File: config.mk
export PLATFORM = sky130hd
export DESIGN_NAME = approx_divider_1
export DESIGN_NICKNAME = d
export VERILOG_FILES = /design/src/rtl/approx_arith_pkg.sv /design/src/rtl/leading_one_detect.sv /design/src/rtl/approx_divider_1.sv
export SDC_FILE = /design/constraint.sdc
export NUM_CORES = 1
export LEC_CHECK = 0
export ABC_AREA = 1
export CAP_MARGIN = 20
export CORE_ASPECT_RATIO = 2
export CORE_MARGIN = 5
export CORE_UTILIZATION = 62
export DETAILED_ROUTE_END_ITERATION = 16
export DONT_BUFFER_PORTS = 1
export PLACE_DENSITY_LB_ADDON = 0.15
export SETUP_SLACK_MARGIN = 0.15
export SYNTH_ARGS = -nofsm -noshare
export SYNTH_HDL_FRONTEND = slang
export SYNTH_SLANG_ARGS = --single-unit
File: constraint.sdc
create_clock -name clk -period 5.57 [get_ports clk]
set_clock_uncertainty 0.1 [all_clocks]
set_input_delay 0.557 -clock clk [delete_from_list [all_inputs] [get_ports clk]]
set_output_delay 0.557 -clock clk [all_outputs]
set_load 0.01 [all_outputs]
File: src/rtl/approx_arith_pkg.sv
// Shared types and helpers for the approximate arithmetic blocks.
package approx_arith_pkg;

    typedef enum logic [1:0] {
        StIdle,
        StNorm,
        StDiv,
        StOut
    } div_state_e;

    localparam int unsigned DefW   = 16;
    localparam int unsigned DefNum = 6;

    // Width of a counter that must reach 2*num-1.
    function automatic int unsigned iter_cnt_width(input int unsigned num);
        return $clog2(2 * num);
    endfunction

endpackage

File: src/rtl/leading_one_detect.sv
// Combinational priority encoder: position of the most significant set bit.
// pos_o is 0 when the input is zero; zero_o distinguishes that case from bit 0.
module leading_one_detect
    import approx_arith_pkg::*;
#(
    parameter int unsigned W    = DefW,
    parameter int unsigned PosW = $clog2(W)
) (
    input  logic [W-1:0]    data_i,
    output logic [PosW-1:0] pos_o,
    output logic            zero_o
);

    // Scan upwards so the highest set bit is the last one written.
    always_comb begin
        pos_o = '0;
        for (int i = 0; i < W; i++) begin
            if (data_i[i]) begin
                pos_o = PosW'(i);
            end
        end
        zero_o = ~|data_i;
    end

endmodule

File: src/rtl/approx_divider_1.sv
// Sequential approximate unsigned divider. Each operand is cut down to its top
// NUM bits at the leading one, a 2*NUM-step restoring division runs on the short
// operands, and the quotient is rescaled by the difference of the truncation shifts.
// Legal parameters: NUM >= 2 and 2*NUM <= W < 32.
module approx_divider_1
    import approx_arith_pkg::*;
#(
    parameter int unsigned W   = DefW,
    parameter int unsigned NUM = DefNum
) (
    input  logic         clk,
    input  logic         rst,
    input  logic         start,
    input  logic [W-1:0] a,
    input  logic [W-1:0] b,
    output logic         busy,
    output logic         done,
    output logic [W-1:0] q,
    output logic         div_by_zero
);

    localparam int unsigned PosW = $clog2(W);
    localparam int unsigned QW   = 2 * NUM;
    localparam int unsigned RW   = NUM + 1;
    localparam int unsigned CntW = iter_cnt_width(NUM);

    localparam logic [PosW-1:0] KeepTop  = PosW'(NUM - 1);
    localparam logic [CntW-1:0] LastIter = CntW'(QW - 1);

    div_state_e state_q, state_d;

    logic [W-1:0]    a_q, a_d;
    logic [W-1:0]    b_q, b_d;
    logic [PosW-1:0] sa_q, sa_d;
    logic [PosW-1:0] sb_q, sb_d;
    logic [NUM-1:0]  n_q, n_d;
    logic [QW-1:0]   dvd_q, dvd_d;
    logic [RW-1:0]   rem_q, rem_d;
    logic [QW-1:0]   quo_q, quo_d;
    logic [CntW-1:0] cnt_q, cnt_d;
    logic            dz_q, dz_d;
    logic [W-1:0]    q_q, q_d;
    logic            dbz_q, dbz_d;
    logic            done_q, done_d;

    logic [PosW-1:0] k, l;
    logic            a_zero, b_zero;
    logic [PosW-1:0] sa, sb;
    logic [NUM-1:0]  m, n;

    logic [RW-1:0]   rem_shift;
    logic [RW:0]     trial;

    int              d;
    logic [31:0]     scaled;
    logic [W-1:0]    q_res;

    leading_one_detect #(
        .W    (W),
        .PosW (PosW)
    ) u_lod_a (
        .data_i (a_q),
        .pos_o  (k),
        .zero_o (a_zero)
    );

    leading_one_detect #(
        .W    (W),
        .PosW (PosW)
    ) u_lod_b (
        .data_i (b_q),
        .pos_o  (l),
        .zero_o (b_zero)
    );

    // Truncation shifts and the kept NUM-bit operand windows.
    always_comb begin
        sa = (!a_zero && (k > KeepTop)) ? (k - KeepTop) : '0;
        sb = (!b_zero && (l > KeepTop)) ? (l - KeepTop) : '0;
        m  = NUM'(a_q >> sa);
        n  = NUM'(b_q >> sb);
    end

    // One restoring step: shift in the next dividend bit and trial-subtract the divisor.
    always_comb begin
        rem_shift = {rem_q[NUM-1:0], dvd_q[QW-1]};
        trial     = {1'b0, rem_shift} - {2'b00, n_q};
    end

    // Rescale the raw quotient by sa - sb - NUM and saturate to W bits.
    always_comb begin
        d = int'(sa_q) - int'(sb_q) - int'(NUM);
        if (d >= 0) begin
            scaled = 32'(quo_q) << d;
        end else begin
            scaled = 32'(quo_q) >> (-d);
        end
        q_res = ((scaled >> W) != 32'd0) ? '1 : scaled[W-1:0];
    end

    // Next-state and datapath update for the four-state sequencer.
    always_comb begin
        state_d = state_q;
        a_d     = a_q;
        b_d     = b_q;
        sa_d    = sa_q;
        sb_d    = sb_q;
        n_d     = n_q;
        dvd_d   = dvd_q;
        rem_d   = rem_q;
        quo_d   = quo_q;
        cnt_d   = cnt_q;
        dz_d    = dz_q;
        q_d     = q_q;
        dbz_d   = dbz_q;
        done_d  = 1'b0;

        unique case (state_q)
            StIdle: begin
                if (start) begin
                    a_d     = a;
                    b_d     = b;
                    state_d = StNorm;
                end
            end
            StNorm: begin
                sa_d    = sa;
                sb_d    = sb;
                n_d     = n;
                dz_d    = b_zero;
                dvd_d   = {m, {NUM{1'b0}}};
                rem_d   = '0;
                quo_d   = '0;
                cnt_d   = '0;
                state_d = b_zero ? StOut : StDiv;
            end
            StDiv: begin
                // trial MSB set means the subtraction went negative: restore.
                rem_d = trial[RW] ? rem_shift : trial[RW-1:0];
                quo_d = {quo_q[QW-2:0], ~trial[RW]};
                dvd_d = dvd_q << 1;
                cnt_d = cnt_q + 1'b1;
                if (cnt_q == LastIter) begin
                    state_d = StOut;
                end
            end
            StOut: begin
                q_d     = dz_q ? '1 : q_res;
                dbz_d   = dz_q;
                done_d  = 1'b1;
                state_d = StIdle;
            end
            default: begin
                state_d = StIdle;
            end
        endcase
    end

    // State register with synchronous reset; reset aborts any operation in flight.
    always_ff @(posedge clk) begin
        if (rst) begin
            state_q <= StIdle;
        end else begin
            state_q <= state_d;
        end
    end

    // Datapath and result registers.
    always_ff @(posedge clk) begin
        if (rst) begin
            a_q    <= '0;
            b_q    <= '0;
            sa_q   <= '0;
            sb_q   <= '0;
            n_q    <= '0;
            dvd_q  <= '0;
            rem_q  <= '0;
            quo_q  <= '0;
            cnt_q  <= '0;
            dz_q   <= 1'b0;
            q_q    <= '0;
            dbz_q  <= 1'b0;
            done_q <= 1'b0;
        end else begin
            a_q    <= a_d;
            b_q    <= b_d;
            sa_q   <= sa_d;
            sb_q   <= sb_d;
            n_q    <= n_d;
            dvd_q  <= dvd_d;
            rem_q  <= rem_d;
            quo_q  <= quo_d;
            cnt_q  <= cnt_d;
            dz_q   <= dz_d;
            q_q    <= q_d;
            dbz_q  <= dbz_d;
            done_q <= done_d;
        end
    end

    assign busy        = (state_q != StIdle);
    assign done        = done_q;
    assign q           = q_q;
    assign div_by_zero = dbz_q;

endmodule

Yosys cells after proc, flatten, opt, wreduce, memory -nomap -nowiden
Index checks and enable logic that the tools add are counted.
W data, S select, Z words.
{ "word_totals": {"regBits": 101, "in_bits": 35, "out_inout_bits": 19} }
{ "classes": {"n_addsub": 7, "n_lt_le_gt_ge": 3, "n_eq_ne": 6, "shift": 4, "muxes": 45, "bitwise": 1, "n_reduce_logical": 11} }
{ "ops": {"columns": ["cell", "count"], "rows": [
  ["$mux W4", 18],
  ["$pmux W12 S2", 2],
  ["$mux W16", 2],
  ["$mux W32", 1],
  ["$neg A6 Y32", 1],
  ["$reduce_bool A32 Y1", 1],
  ["$reduce_or A16 Y1", 2],
  ["$shl A12 B32 Y32", 1],
  ["$shr A12 B32 Y32", 1],
  ["$shr A16 B4 Y6", 2],
  ["$mux W3", 8],
  ["$mux W2", 6],
  ["$pmux W6 S2", 1],
  ["$gt A4 B3 Y1 const B", 2],
  ["$pmux W2 S4", 1],
  ["$pmux W4 S2", 1],
  ["$sub A4 B3 Y4 const B", 2],
  ["$sub A7 B6 Y8", 1],
  ["$ge A6 B1 Y1 const B", 1],
  ["$mux W6", 1],
  ["$sub A5 B4 Y6 const B", 1],
  ["$sub A4 B4 Y5", 1],
  ["$add A4 B1 Y4 const B", 1],
  ["$eq A2 B2 Y1 const B", 2],
  ["other kinds (10)", 17]
]} }

Logic depth before layout (Yosys ltp)
{ "logic_depth": {"word_depth": 20, "mapped_depth": 31} }

Cells and area by module
From an unflattened synthesis, not the netlist that was laid out.
{ "unflattened": {"hier_cells": 1175, "area_unflattened_um2": 7194.4} }
{ "by_module_without_submodules": {"columns": ["module", "instances", "cells_each", "area_per_inst_um2", "seq_area_each_um2"], "rows": [
  ["approx_divider_1", 1, 1087, 6831.6, 1901.8],
  ["leading_one_detect", 2, 44, 181.4, 0.0]
]} }

Worst setup path after synthesis
Ideal clock, no wire load.
{ "synth_timing": {"path_kind": "register -> register", "startpoint": "register sa_q[0]", "endpoint": "register q_q[8], in the netlist q[8]", "setup_ns": 0.056, "arrival_ns": 4.084, "setup_slack_ns": 1.330, "path_stages_with_launch": 28, "n_path_buf": 3, "period_less_slack_ns": 4.240, "path_cell_list": "dfxtp_1 > inv_1 > ha_1 > fa_1 > clkinv_1 > buf_2 > ha_1 > clkbuf_1 > clkinv_1 > nand2_1 > nor2_1 > nand3_1 > ha_1 > nand4_1 > nor4_1 > nand2_1 > clkbuf_1 > o21ai_0 > o21ai_0 > nand2_1 > o21ai_0 > nor2_1 > nand2_1 > o211ai_1 > inv_1 > nand3_1 > nand2_1 > inv_1"} }
{ "synth_via": {"elab_chain_cells": 8} }
{ "synth_lines": {"columns": ["element", "line", "text"], "rows": [
  ["from (decl)", "approx_divider_1.sv:34", "logic [PosW-1:0] sa_q, sa_d;"],
  ["from (signal assigned)", "approx_divider_1.sv:173", "sa_q <= '0;"],
  ["from (signal assigned)", "approx_divider_1.sv:187", "sa_q <= sa_d;"],
  ["$sub A4 B4 Y5 (*)", "approx_divider_1.sv:92", "d = int'(sa_q) - int'(sb_q) - int'(NUM);"],
  ["$sub A5 B4 Y6 (*)", "approx_divider_1.sv:92", null],
  ["$neg A6 Y32", "approx_divider_1.sv:96", "scaled = 32'(quo_q) >> (-d);"],
  ["$shr A12 B32 Y32", "approx_divider_1.sv:96", null],
  ["$mux W32 (*)", "approx_divider_1.sv:93", "if (d >= 0) begin"],
  ["$reduce_bool A32 Y1", "approx_divider_1.sv:98", "q_res = ((scaled >> W) != 32'd0) ? '1 : scaled[W-1:0];"],
  ["$mux W16 (*)", "approx_divider_1.sv:98", null],
  ["$mux W16 (*)", "approx_divider_1.sv:148", "q_d = dz_q ? '1 : q_res;"],
  ["to (signal assigned)", "approx_divider_1.sv:195", "q_q <= q_d;"],
  ["to (decl)", "approx_divider_1.sv:42", "logic [W-1:0] q_q, q_d;"]
]} }
Mark *: on every way between the ends. The rest lies on a longest branch, timed or not.
A chain may end at the register's enable or synchronous reset.

Worst setup path after layout
Ends and elaborated chain as after synthesis.

==> qor.txt <==
Status: finished clean
Cell count after synthesis: 1233
Die X: 87.0 um
Worst min path class: in -> reg
Clk sinks: 95
Minimum clock period after layout: 4.83 ns
Crit end category: flip-flop
Synth warnings: 0
Clk slew on worst S/H paths: 0.07 ns
Top FF cell, synth: dfxtp_1
HPWL after DPL: 17000 um
Adder-cell share of the synthesized area: 0.0566
Die area: 0.0143 mm2
Final WL: 21600 um
TritonCTS clock tree: done
H-tree level count: 3
M2 GR Usage: 0.602
Unrepaired setup endpoints after global routing: false
Antenna fix cells: 0
Routed length per placed instance: 16.0 um
DR vias/cell: 5.93
Max frequency: 207 MHz
Ports: 54
Num rows: 56
Post-synthesis sequential area ratio: 0.259
Clk_lat worst skew: 0.35 ns
Crit Path Max Fanout: 15
Period Utilization, post-route: 0.866
Top cells by area, synth: dfxtp_1 (26%), nand2_1 (17%), nand3_1 (11%)
Synth Register Bits: 95
First DRT Iteration DRCs: 383
Vias in the first global route: 7701
IO buf count: 0
Die Y: 164 um
GPL Wtd Cong: 0.977
First-pass GRT wire length: 35600 um
DRT Pass-1 Iters: 6
Initial Utilization: 0.628
Synth-to-Final Area Change: 4.70%
Ys async rst share: 0
Setup TNS: 0 ns
Netlist Area Pre-Place: 0.00734 mm2
Initial antenna violation count: 0
Grt ovf: 0
Synth Net Count: 1300
Worst slew pin tran: 1.10 ns
DRC errors left: 0
Relative slew slack: 0.265
Worst path required time: 5.77 ns
Largest family of logic cells by synthesized area: simple AND/OR/NAND/NOR gates
Met3 GRT Util: 0.0427
Synth top area share: 0.259
Setup CP Type: reg -> reg
Avg Cell Area, Syn: 5.96 um2
GR Util met1: 0.288
Post-synthesis mux area share: 0
Post-route ant nets: 0
Post-CTS Resized: 0
Ratio of cells with drive above 1 in the final layout: 0.0365
Netlist cell types: 42
Inst Count DP: 1333
CTS Root Cell: clkbuf_16
Cell taking the most area after synthesis: dfxtp_1
CP Launch Type: flip-flop
NumNets Final: 1266
Post-layout util: 0.657
Largest net degree at the start of global routing: 64
Setup Fix Bufs, Post-CTS: 0
EDFF count, synth: 0
Fin. Hold Viols: 0
# setup viols final: 0
Vias: 8001
CP Data Arrival Time: 5.02 ns
Fraction of the mapped netlist area in compound gates: 0.174
Worst setup slack after layout: 0.744 ns
Non-filler cells, final: 1349
Post-Synth Simple-Gate Area: 0.382
Core area: 0.0117 mm2
Post-CTS Hold Buffers: 0
Clk buf depth: 2
All-Layer GR Usage: 0.314
Total CTS buffers: 9
XOR/XNOR Fraction of Synth Area: 0.0143
MaxCap Viol Count: 0
Place WS: 0.792 ns
Gr busiest metal: met2
Max-slew violations: 0
-- cell families (layout without fill, tap and decap cells) --
| group | Yosys count | after routing |
|---|---|---|
| xor+xnor | 9 | 9 |
| simple gates | 649 | 649 |
| flops | 95 | 95 |
| fa+ha+maj | 32 | 32 |
| buf+inv | 212 | 183 |
| compound gates | 236 | 236 |
-- metal layers --
metal,share of wire,vias up,wire (um)
met5,0,-,0
met4,0.077,0,1650
met3,0.037,113,790
met2,0.55,260,11900
met1,0.33,3612,7220
li1,-,4016,-
-- through the flow --
step	hold slack, ns	area [um2]
5_1_grt	0.175	7690
3_3_place_gp	0.347	7370
2_1_floorplan	0.343	7340
4_1_cts	0.165	7690
3_5_place_dp	0.354	7370
6_report	0.181	7690
-- area by class of cell --
type / instances / area [um2]
Clock inverter: 5 / 63.8
Sequential cell: 95 / 1900
Clock buffer: 11 / 253
Timing Repair Buffer: 14 / 105
Multi-Input combinational cell: 926 / 4610
Inverter: 153 / 574
Tap cell: 145 / 181
Fill cell: 1158 / 4010
-- registers in the layout, indices dropped and copies added (netlist names) --
name         flops
a_q             16
b_q             16
q               16
quo_q           12
dvd_q            6
n_q              6
rem_q            6
cnt_q            4
sa_q             4
sb_q             4
state_q          2
div_by_zero      1
done             1
dz_q             1
-- cells in the mapped netlist (all sizes together) (3+ instances only) --
master and count:
o31ai 8, xnor2 5, dfxtp 95, nor3 15, o221ai 3, nand4 37
xor2 4, clkinv 5, a31oi 8, nor4 5, inv 148, nor2 100
nand2 326, o21ai 99, nand3 162, ha 30, buf 16, clkbuf 43
a21oi 99, o211ai 13
-- worst max-delay path: stages (launching register included) --
cell and delay, ns:
dfxtp_1 0.34, inv_1 0.05, ha_1 0.22, fa_1 0.77, clkinv_1 0.25, buf_4 0.25, ha_1 0.32, clkinv_1 0.06
nand2_1 0.05, nor2_1 0.25, nand3_1 0.15, ha_1 0.33, nand4_1 0.08, nor4_1 0.17, nand2_1 0.32, o21ai_0 0.24
o21ai_0 0.13, nand2_1 0.07, o21ai_0 0.13, nor2_1 0.12, nand2_1 0.06, o211ai_1 0.08, inv_1 0.06, nand3_1 0.07
nand2_1 0.05, inv_1 0.05
-- worst paths after layout --
path / start / endpoint / cells after the start / slack [ns]
setup / recovery: sa_q[0] / q[8] / 25 / 0.74
hold reg to reg: dvd_q[10] / dvd_q[10] / 2 / 0.36
setup reg to reg: sa_q[0] / q[8] / 25 / 0.74
hold / removal: rst / done / 1 / 0.18
-- cell usage in the layout, fill, tap and decap left out, drive strengths merged, types with 2 or more instances in the layout --
master and n:
fa 2, buf 14, nor2 100, clkinv 7
clkbuf 11, xnor2 5, dfxtp 95, nor4 5
ha 30, o211ai 13, xor2 4, o21ai 99
o31ai 8, nand2 326, nor3 15, inv 149
a21oi 99, a31oi 8, nand3 162, o22ai 2
o221ai 3, nand4 37
Power is left out: the tool's default activity adds up to more than one toggle a clock period on the data nets, which glitch-free logic cannot reach.
